**src/rtl/lc2k_fetch_stage_if.sv**
```systemverilog
// Fetch-stage bus: inputs from memory/hazard logic, outputs to memory address and IF/ID.
// master = the fetch stage itself, slave = memory/decode/hazard side.
interface lc2k_fetch_stage_if;
    logic [31:0] instr;
    logic        stall;
    logic        redirect;
    logic [31:0] redirectPc;
    logic [31:0] pcCurrent;
    logic [31:0] ifidInstr;
    logic [31:0] ifidPcPlus1;
    logic        ifidValid;
    logic        halted;
    logic        fetchFault;

    modport master (
        input  instr, stall, redirect, redirectPc,
        output pcCurrent, ifidInstr, ifidPcPlus1, ifidValid, halted, fetchFault
    );

    modport slave (
        output instr, stall, redirect, redirectPc,
        input  pcCurrent, ifidInstr, ifidPcPlus1, ifidValid, halted, fetchFault
    );
endinterface

```
**src/rtl/lc2k_fetch_stage.sv**
```systemverilog
// LC2K instruction fetch: owns PC, registers instr into IF/ID, latency 1, one fetch per cycle.
// Stall holds PC and IF/ID; redirect overrides stall and flushes IF/ID with a noop bubble.
module lc2k_fetch_stage #(
    parameter logic [31:0] RESET_PC   = 32'd0,
    parameter int unsigned IMEM_DEPTH = 12,
    parameter logic [31:0] NOOP_WORD  = 32'd29360128
) (
    input  logic                 clk,
    input  logic                 reset,
    lc2k_fetch_stage_if.master   bus
);

    typedef enum logic [1:0] {
        RUN    = 2'd0,
        HALTED = 2'd1,
        FAULT  = 2'd2
    } state_e;

    state_e      state_q;
    logic [31:0] pc_q;
    logic [31:0] ifid_instr_q;
    logic [31:0] ifid_pcp1_q;
    logic        ifid_valid_q;

    logic        pc_oob;
    logic        is_halt;
    logic [31:0] pc_plus1;

    assign pc_plus1 = pc_q + 32'd1;
    assign pc_oob   = (pc_q >= IMEM_DEPTH);
    assign is_halt  = (bus.instr[24:22] == 3'b110);

    // Priority: redirect, then stall, then the per-state fetch action.
    always_ff @(posedge clk or posedge reset) begin
        if (reset) begin
            pc_q         <= RESET_PC;
            ifid_instr_q <= NOOP_WORD;
            ifid_pcp1_q  <= 32'd0;
            ifid_valid_q <= 1'b0;
            state_q      <= RUN;
        end else if (bus.redirect) begin
            pc_q         <= bus.redirectPc;
            ifid_instr_q <= NOOP_WORD;
            ifid_pcp1_q  <= 32'd0;
            ifid_valid_q <= 1'b0;
            state_q      <= RUN;
        end else if (!bus.stall) begin
            case (state_q)
                RUN: begin
                    if (pc_oob) begin
                        ifid_instr_q <= NOOP_WORD;
                        ifid_pcp1_q  <= 32'd0;
                        ifid_valid_q <= 1'b0;
                        state_q      <= FAULT;
                    end else begin
                        ifid_instr_q <= bus.instr;
                        ifid_pcp1_q  <= pc_plus1;
                        ifid_valid_q <= 1'b1;
                        // Halt is committed to IF/ID but PC freezes on it.
                        if (is_halt) begin
                            state_q <= HALTED;
                        end else begin
                            pc_q <= pc_plus1;
                        end
                    end
                end
                default: begin
                    ifid_instr_q <= NOOP_WORD;
                    ifid_pcp1_q  <= 32'd0;
                    ifid_valid_q <= 1'b0;
                end
            endcase
        end
    end

    assign bus.pcCurrent   = pc_q;
    assign bus.ifidInstr   = ifid_instr_q;
    assign bus.ifidPcPlus1 = ifid_pcp1_q;
    assign bus.ifidValid   = ifid_valid_q;
    assign bus.halted      = (state_q == HALTED);
    assign bus.fetchFault  = (state_q == FAULT);

endmodule

```
**src/flat_wrapper.sv**
```systemverilog
// flat-port wrapper written by rule: the top's interface ports become plain ports
module lc2k_fetch_stage_flat 
#(
    parameter logic [31:0] RESET_PC   = 32'd0,
    parameter int unsigned IMEM_DEPTH = 12,
    parameter logic [31:0] NOOP_WORD  = 32'd29360128
)
  (clk, reset, bus_instr, bus_stall, bus_redirect, bus_redirectPc, bus_pcCurrent, bus_ifidInstr, bus_ifidPcPlus1, bus_ifidValid, bus_halted, bus_fetchFault);
  lc2k_fetch_stage_if bus_i ();
  input  logic clk;
  input  logic reset;
  input wire logic [$bits(bus_i.instr)-1:0] bus_instr;
  input wire logic [$bits(bus_i.stall)-1:0] bus_stall;
  input wire logic [$bits(bus_i.redirect)-1:0] bus_redirect;
  input wire logic [$bits(bus_i.redirectPc)-1:0] bus_redirectPc;
  output wire logic [$bits(bus_i.pcCurrent)-1:0] bus_pcCurrent;
  output wire logic [$bits(bus_i.ifidInstr)-1:0] bus_ifidInstr;
  output wire logic [$bits(bus_i.ifidPcPlus1)-1:0] bus_ifidPcPlus1;
  output wire logic [$bits(bus_i.ifidValid)-1:0] bus_ifidValid;
  output wire logic [$bits(bus_i.halted)-1:0] bus_halted;
  output wire logic [$bits(bus_i.fetchFault)-1:0] bus_fetchFault;
  assign bus_i.instr = bus_instr;
  assign bus_i.stall = bus_stall;
  assign bus_i.redirect = bus_redirect;
  assign bus_i.redirectPc = bus_redirectPc;
  assign bus_pcCurrent = bus_i.pcCurrent;
  assign bus_ifidInstr = bus_i.ifidInstr;
  assign bus_ifidPcPlus1 = bus_i.ifidPcPlus1;
  assign bus_ifidValid = bus_i.ifidValid;
  assign bus_halted = bus_i.halted;
  assign bus_fetchFault = bus_i.fetchFault;
  lc2k_fetch_stage #(.RESET_PC(RESET_PC), .IMEM_DEPTH(IMEM_DEPTH), .NOOP_WORD(NOOP_WORD)) u_core (.clk(clk), .reset(reset), .bus(bus_i));
endmodule
```
**config.mk**
```make
export PLATFORM = sky130hd
export DESIGN_NAME = lc2k_fetch_stage_flat
export DESIGN_NICKNAME = d
export VERILOG_FILES = /design/src/rtl/lc2k_fetch_stage_if.sv /design/src/rtl/lc2k_fetch_stage.sv /design/src/flat_wrapper.sv
export SDC_FILE = /design/constraint.sdc
export NUM_CORES = 1
export LEC_CHECK = 0
export CAP_MARGIN = 15
export CORE_MARGIN = 2
export CORE_UTILIZATION = 44
export CTS_CLUSTER_SIZE = 25
export DETAILED_ROUTE_END_ITERATION = 7
export PLACE_DENSITY = 0.84
export SLEW_MARGIN = 25
export SYNTH_ARGS = -nofsm -noshare
export SYNTH_HDL_FRONTEND = slang
export SYNTH_SLANG_ARGS = --single-unit
```
**constraint.sdc**
```tcl
create_clock -name clk -period 5.8 [get_ports clk]
set_input_delay 0.87 -clock clk [delete_from_list [all_inputs] [get_ports clk]]
set_output_delay 0.87 -clock clk [all_outputs]
set_load 0.005 [all_outputs]
```
Word level (Yosys, flattened, before mapping) --
Cells that the tools add are included.
Storage, ports and cells: output and inout port bits 99, RAM bits 0, latch bits 0, register bits 99, memories kept 0, memory bits (read-only) 0, input bits 68
Cells by class: $lt $le $gt $ge 1, equality and inequality tests 6, multipliers 0, divide/modulo/power cells 0, bitwise operators 0, add/sub/neg operators 1, reduce and logical (&&, ||, !) cells 5, muxes and demuxes 22, shift operators 0
Operators by type and width (count):
- 32-bit 2-to-1 mux | 13
- 32-bit by 1-bit adder with 32-bit output (second input constant) | 1
- 32-bit by 4-bit >= comparator with 1-bit output (second input constant) | 1
- 2-bit 2-to-1 mux | 5
- 1-bit 2-to-1 mux | 4
- 2-bit inequality test (second input constant) | 2
- 4-bit AND reduction | 1
- 3-bit == test (second input constant) | 1
- 3-bit AND reduction | 1
- 3-bit nonzero test | 1
- 2-bit by 1-bit == test with 1-bit output (second input constant) | 1
- 2-bit == test (second input constant) | 1
- 2-bit zero test | 1
- 2-bit by 1-bit inequality test with 1-bit output (second input constant) | 1
- 2-bit nonzero test | 1

Depth between registers and ports, before layout --
depth after elaboration 6, gate-level depth with buffers 6, mapped depth without buffers 5

Worst setup path after synthesis --
No wires, ideal clock.
path type input port to flip-flop, from in bus_stall, to reg u_core.ifid_instr_q[22] (netlist: u_core.bus.ifidInstr[22]), library setup time 0.080 ns, buffers on the path 2, cell stages on the path 6, arrival time 2.105 ns, setup slack 3.615 ns, required time 5.720 ns, cell sequence nor2b_1 -> clkbuf_1 -> nor3_1 -> or3b_1 -> buf_2 -> o22a_1
On the way: word-level cells in the longest chain between the ends 1
RTL lines:
- from (decl) | line flat_wrapper.sv:13 | input wire logic [$bits(bus_i.stall)-1:0] bus_stall;
- 2-bit by 1-bit inequality test with 1-bit output (no line)
- to (signal assigned) | line lc2k_fetch_stage.sv:56 | ifid_instr_q <= bus.instr;
- to (decl) | line lc2k_fetch_stage.sv:21 | logic [31:0] ifid_instr_q;
Every way passes these cells. A chain may end at the register's enable or synchronous reset.

Worst setup path after layout --
from in bus_redirect, to reg u_core.ifid_instr_q[13] (netlist: u_core.bus.ifidInstr[13])
On the way: word-level cells in the longest chain between the ends 1, elaborated cells on any way between the ends 2, classes of those cells eq/ne (1); mux (1)
RTL lines:
- from (decl) | line flat_wrapper.sv:14 | input wire logic [$bits(bus_i.redirect)-1:0] bus_redirect;
- 2-bit by 1-bit inequality test with 1-bit output (no line) or 32-bit 2-to-1 mux (tied branches)
Parallel ways exist; a longest one is shown, timed or not.

==> results.json <==
{
  "die_y_um": 95.3,
  "synth_compound_area_share_pct": 9.52,
  "cp-startpoint": "bus_redirect",
  "synth_top_family_by_area": "simple AND/OR/NAND/NOR gates",
  "power_frac_seq_pct": 55.4,
  "slew_violations": 0,
  "port_buffers": 166,
  "yosysWarnings": 0,
  "pwr-share-clk_pct": 32.4,
  "fin_area_um2": 5660,
  "routed_wl_um": 8580,
  "synth_ff_type": "dfrtp_1",
  "setup_violations": 0,
  "cts_sinks": 99,
  "synth-seq-area-share_pct": 67.6,
  "cp.arrival_ns": 3.30,
  "yosysMostFrequentCell": "dfrtp_1",
  "cts_buffers": 9,
  "vdd_drop_max_v": 0.000175,
  "power.leakage_uw": 0.00245,
  "start_util_pct": 45.1,
  "grt_pass1_vias": 2631,
  "ys_async_sr_fraction_pct": 100,
  "drt-initial-drc-count": 126,
  "hold_path.class": "flip-flop to flip-flop",
  "startpoint_type": "primary input",
  "nNetsFinal": 494,
  "die_area_um2": 9080,
  "syn_inst": 258,
  "maxCapViolations": 0,
  "synth-seq-cells": 99,
  "overflow": 0,
  "fin_util_pct": 69.6,
  "rr_worst_depth": 5,
  "reg2reg_slack_ns": 3.64,
  "r2r_end": "u_core.bus.pcCurrent[1]",
  "synth_fa_ha_area_share_pct": 0.682,
  "antenna_found_initial": 0,
  "grtUsageTotal_pct": 19.5,
  "place_inst": 516,
  "internal-power_uw": 1030,
  "final.fill_count": 569,
  "outcome": "complete, no violations",
  "fin_skew_ns": 0.00886,
  "syn_area_um2": 3670,
  "cp_max_fo": 40,
  "post_cts_resize_count": 0,
  "gp_congestion": 0.730,
  "synthXorXnorAreaFrac_pct": 0.955,
  "cts_setup_buffers": 0,
  "critical_path_class": "primary input to flip-flop",
  "area_growth_pct": 54.4,
  "grt_pass1_wl_um": 13600,
  "num_io_pins": 167,
  "cp_data_required_time_ns": 6.09,
  "clk_pin_slew_ns": 0.09,
  "ys_types": 30,
  "final_layout_size_suffix_gt1_share_pct": 13.3,
  "synth_area_leaders": "dfrtp_1 (65%), mux2_2 (9.5%), a22o_1 (7.2%), and2_1 (4.8%), dfstp_2 (2.1%)",
  "fmax_mhz": 332,
  "num_antenna_cells": 0,
  "ant_nets": 0,
  "root_buffer": "clkbuf_8",
  "synth_nets": 328,
  "synth_simple_gate_area_share_pct": 9.62,
  "hpwl_um": 6160,
  "min_period_ns": 3.01,
  "endpoint_kind": "flip-flop",
  "rsz0062_at_grt": "false",
  "cts_tree": "done",
  "sw_frac_of_total_pct": 22.4,
  "timing.rr.start": "u_core.bus.pcCurrent[19]",
  "synthTopCellsByCount": "dfrtp_1 (96), mux2_2 (31), a22o_1 (30), and2_1 (28), nand2_1 (9)",
  "synth_largest_area_cell": "dfrtp_1",
  "synth_edf_count": 0,
  "cts_buffer_depth": 2,
  "drc": 0,
  "vias": 2647,
  "worstSkewPairLatency_ns": 0.34,
  "fin_cells": 534,
  "synth_top_area_share_pct": 65.5,
  "p_sw_uw": 297,
  "post-route-period-util_pct": 51.9,
  "crit_end": "u_core.bus.ifidInstr[13]",
  "rows": 33,
  "fin_tns_setup_ns": 0,
  "core_area_um2": 8130,
  "avgSynthCellArea_um2": 14.2,
  "h-tree-depth": 3,
  "avgRoutedWirePerCell_um": 16.1,
  "hold_viol_final": 0,
  "placed_area_um2": 5450,
  "synth.mux.area_fraction_pct": 9.52,
  "hold_buffers": 0,
  "tightest_slew_ns": 0.868,
  "power_frac_comb_pct": 12.2,
  "powerDensity_nw_per_um2": 234,
  "die_w_um": 95.3,
  "slew_headroom_pct": 42.1,
  "viasPerCell": 4.96,
  "grt_max_degree": 73,
  "first_pass_iters": 4
}
layer usage:
metal	GRT usage [%]	share of wire, %	vias up
met3	6.72	8.9	15
met5	0	0	-
li1	-	-	1247
met1	26.8	42	1278
met2	29.0	47	107
met4	6.76	1.9	0
power groups by stage:
stage | Clock [uW] | Sequential, uW | Combinational [uW]
floorplan | 0 | 746 | 54.2
global placement | 0 | 747 | 160
detailed placement | 0 | 748 | 164
CTS | 444 | 735 | 166
global route | 477 | 739 | 178
finish | 429 | 735 | 162
worst max-delay path, stage by stage:
cell	delay (ns)
buf_2	0.64
nor2b_4	0.31
buf_16	0.26
nor3_1	0.39
nor3b_4	0.28
buf_6	0.22
buf_6	0.17
a22o_1	0.14
final cells by class:
type                       instances  area (um^2)  area share (%)
inverter                           4         17.5           0.309
clock inverter                     4         50.0           0.884
clock buffer                      12          145            2.56
sequential                        99         2480            43.8
tap                              105          131            2.32
timing repair buffer             170         1710            30.3
multi-input combinational        140         1120            19.9
cells by family after synthesis:
| logic type | count (synthesis) |
|---|---|
| AOI/OAI and AO/OA | 43 |
| adders and majority gates | 2 |
| muxes | 31 |
| DFF | 99 |
| xor gates and xnor gates | 4 |
| and+or+nand+nor | 60 |
| buffers and inverters | 19 |
metrics by stage:
stage,total power [uW],worst slack (ns),hold slack [ns]
after floorplan,800,2.34,0.470
after global placement,907,2.14,0.461
after detailed placement,913,1.90,0.471
after CTS,1350,2.27,0.494
after global routing,1390,2.53,0.510
final,1330,2.79,0.491
cells in the final DEF (no fill, tap or decap), types with 3 or more instances in the layout:
cell | netlist | layout
mux2_2 | 31 | 31
and2_1 | 28 | 28
clkdlybuf4s50_1 | 0 | 165
nor4_1 | 8 | 8
o21ai_1 | 3 | 3
inv_1 | 4 | 3
dfstp_2 | 3 | 3
xnor2_1 | 3 | 3
nand2_1 | 9 | 9
dfrtp_1 | 96 | 96
o22a_1 | 3 | 3
clkbuf_8 | 0 | 10
nor2_1 | 3 | 3
a22o_1 | 30 | 30
state kept, by name, summed over array words and instances (netlist names):
register and count:
u_core.bus.ifidInstr 32, u_core.bus.ifidPcPlus1 32, u_core.bus.pcCurrent 32, u_core.state_q 2
u_core.bus.ifidValid 1
worst min path at each step:
stage,cells past startpoint,start,slack [ns],endpoint
detailed placement,1,u_core.bus.ifidPcPlus1[12],0.47,u_core.bus.ifidPcPlus1[12]
floorplan,2,u_core.bus.ifidValid,0.47,u_core.bus.ifidValid
global route,1,u_core.bus.ifidPcPlus1[19],0.51,u_core.bus.ifidPcPlus1[19]
global placement,2,u_core.bus.ifidValid,0.46,u_core.bus.ifidValid
CTS,1,u_core.bus.ifidPcPlus1[19],0.49,u_core.bus.ifidPcPlus1[19]
finish,2,u_core.bus.ifidPcPlus1[2],0.49,u_core.bus.ifidPcPlus1[2]
(Power assumes the default switching activity.)
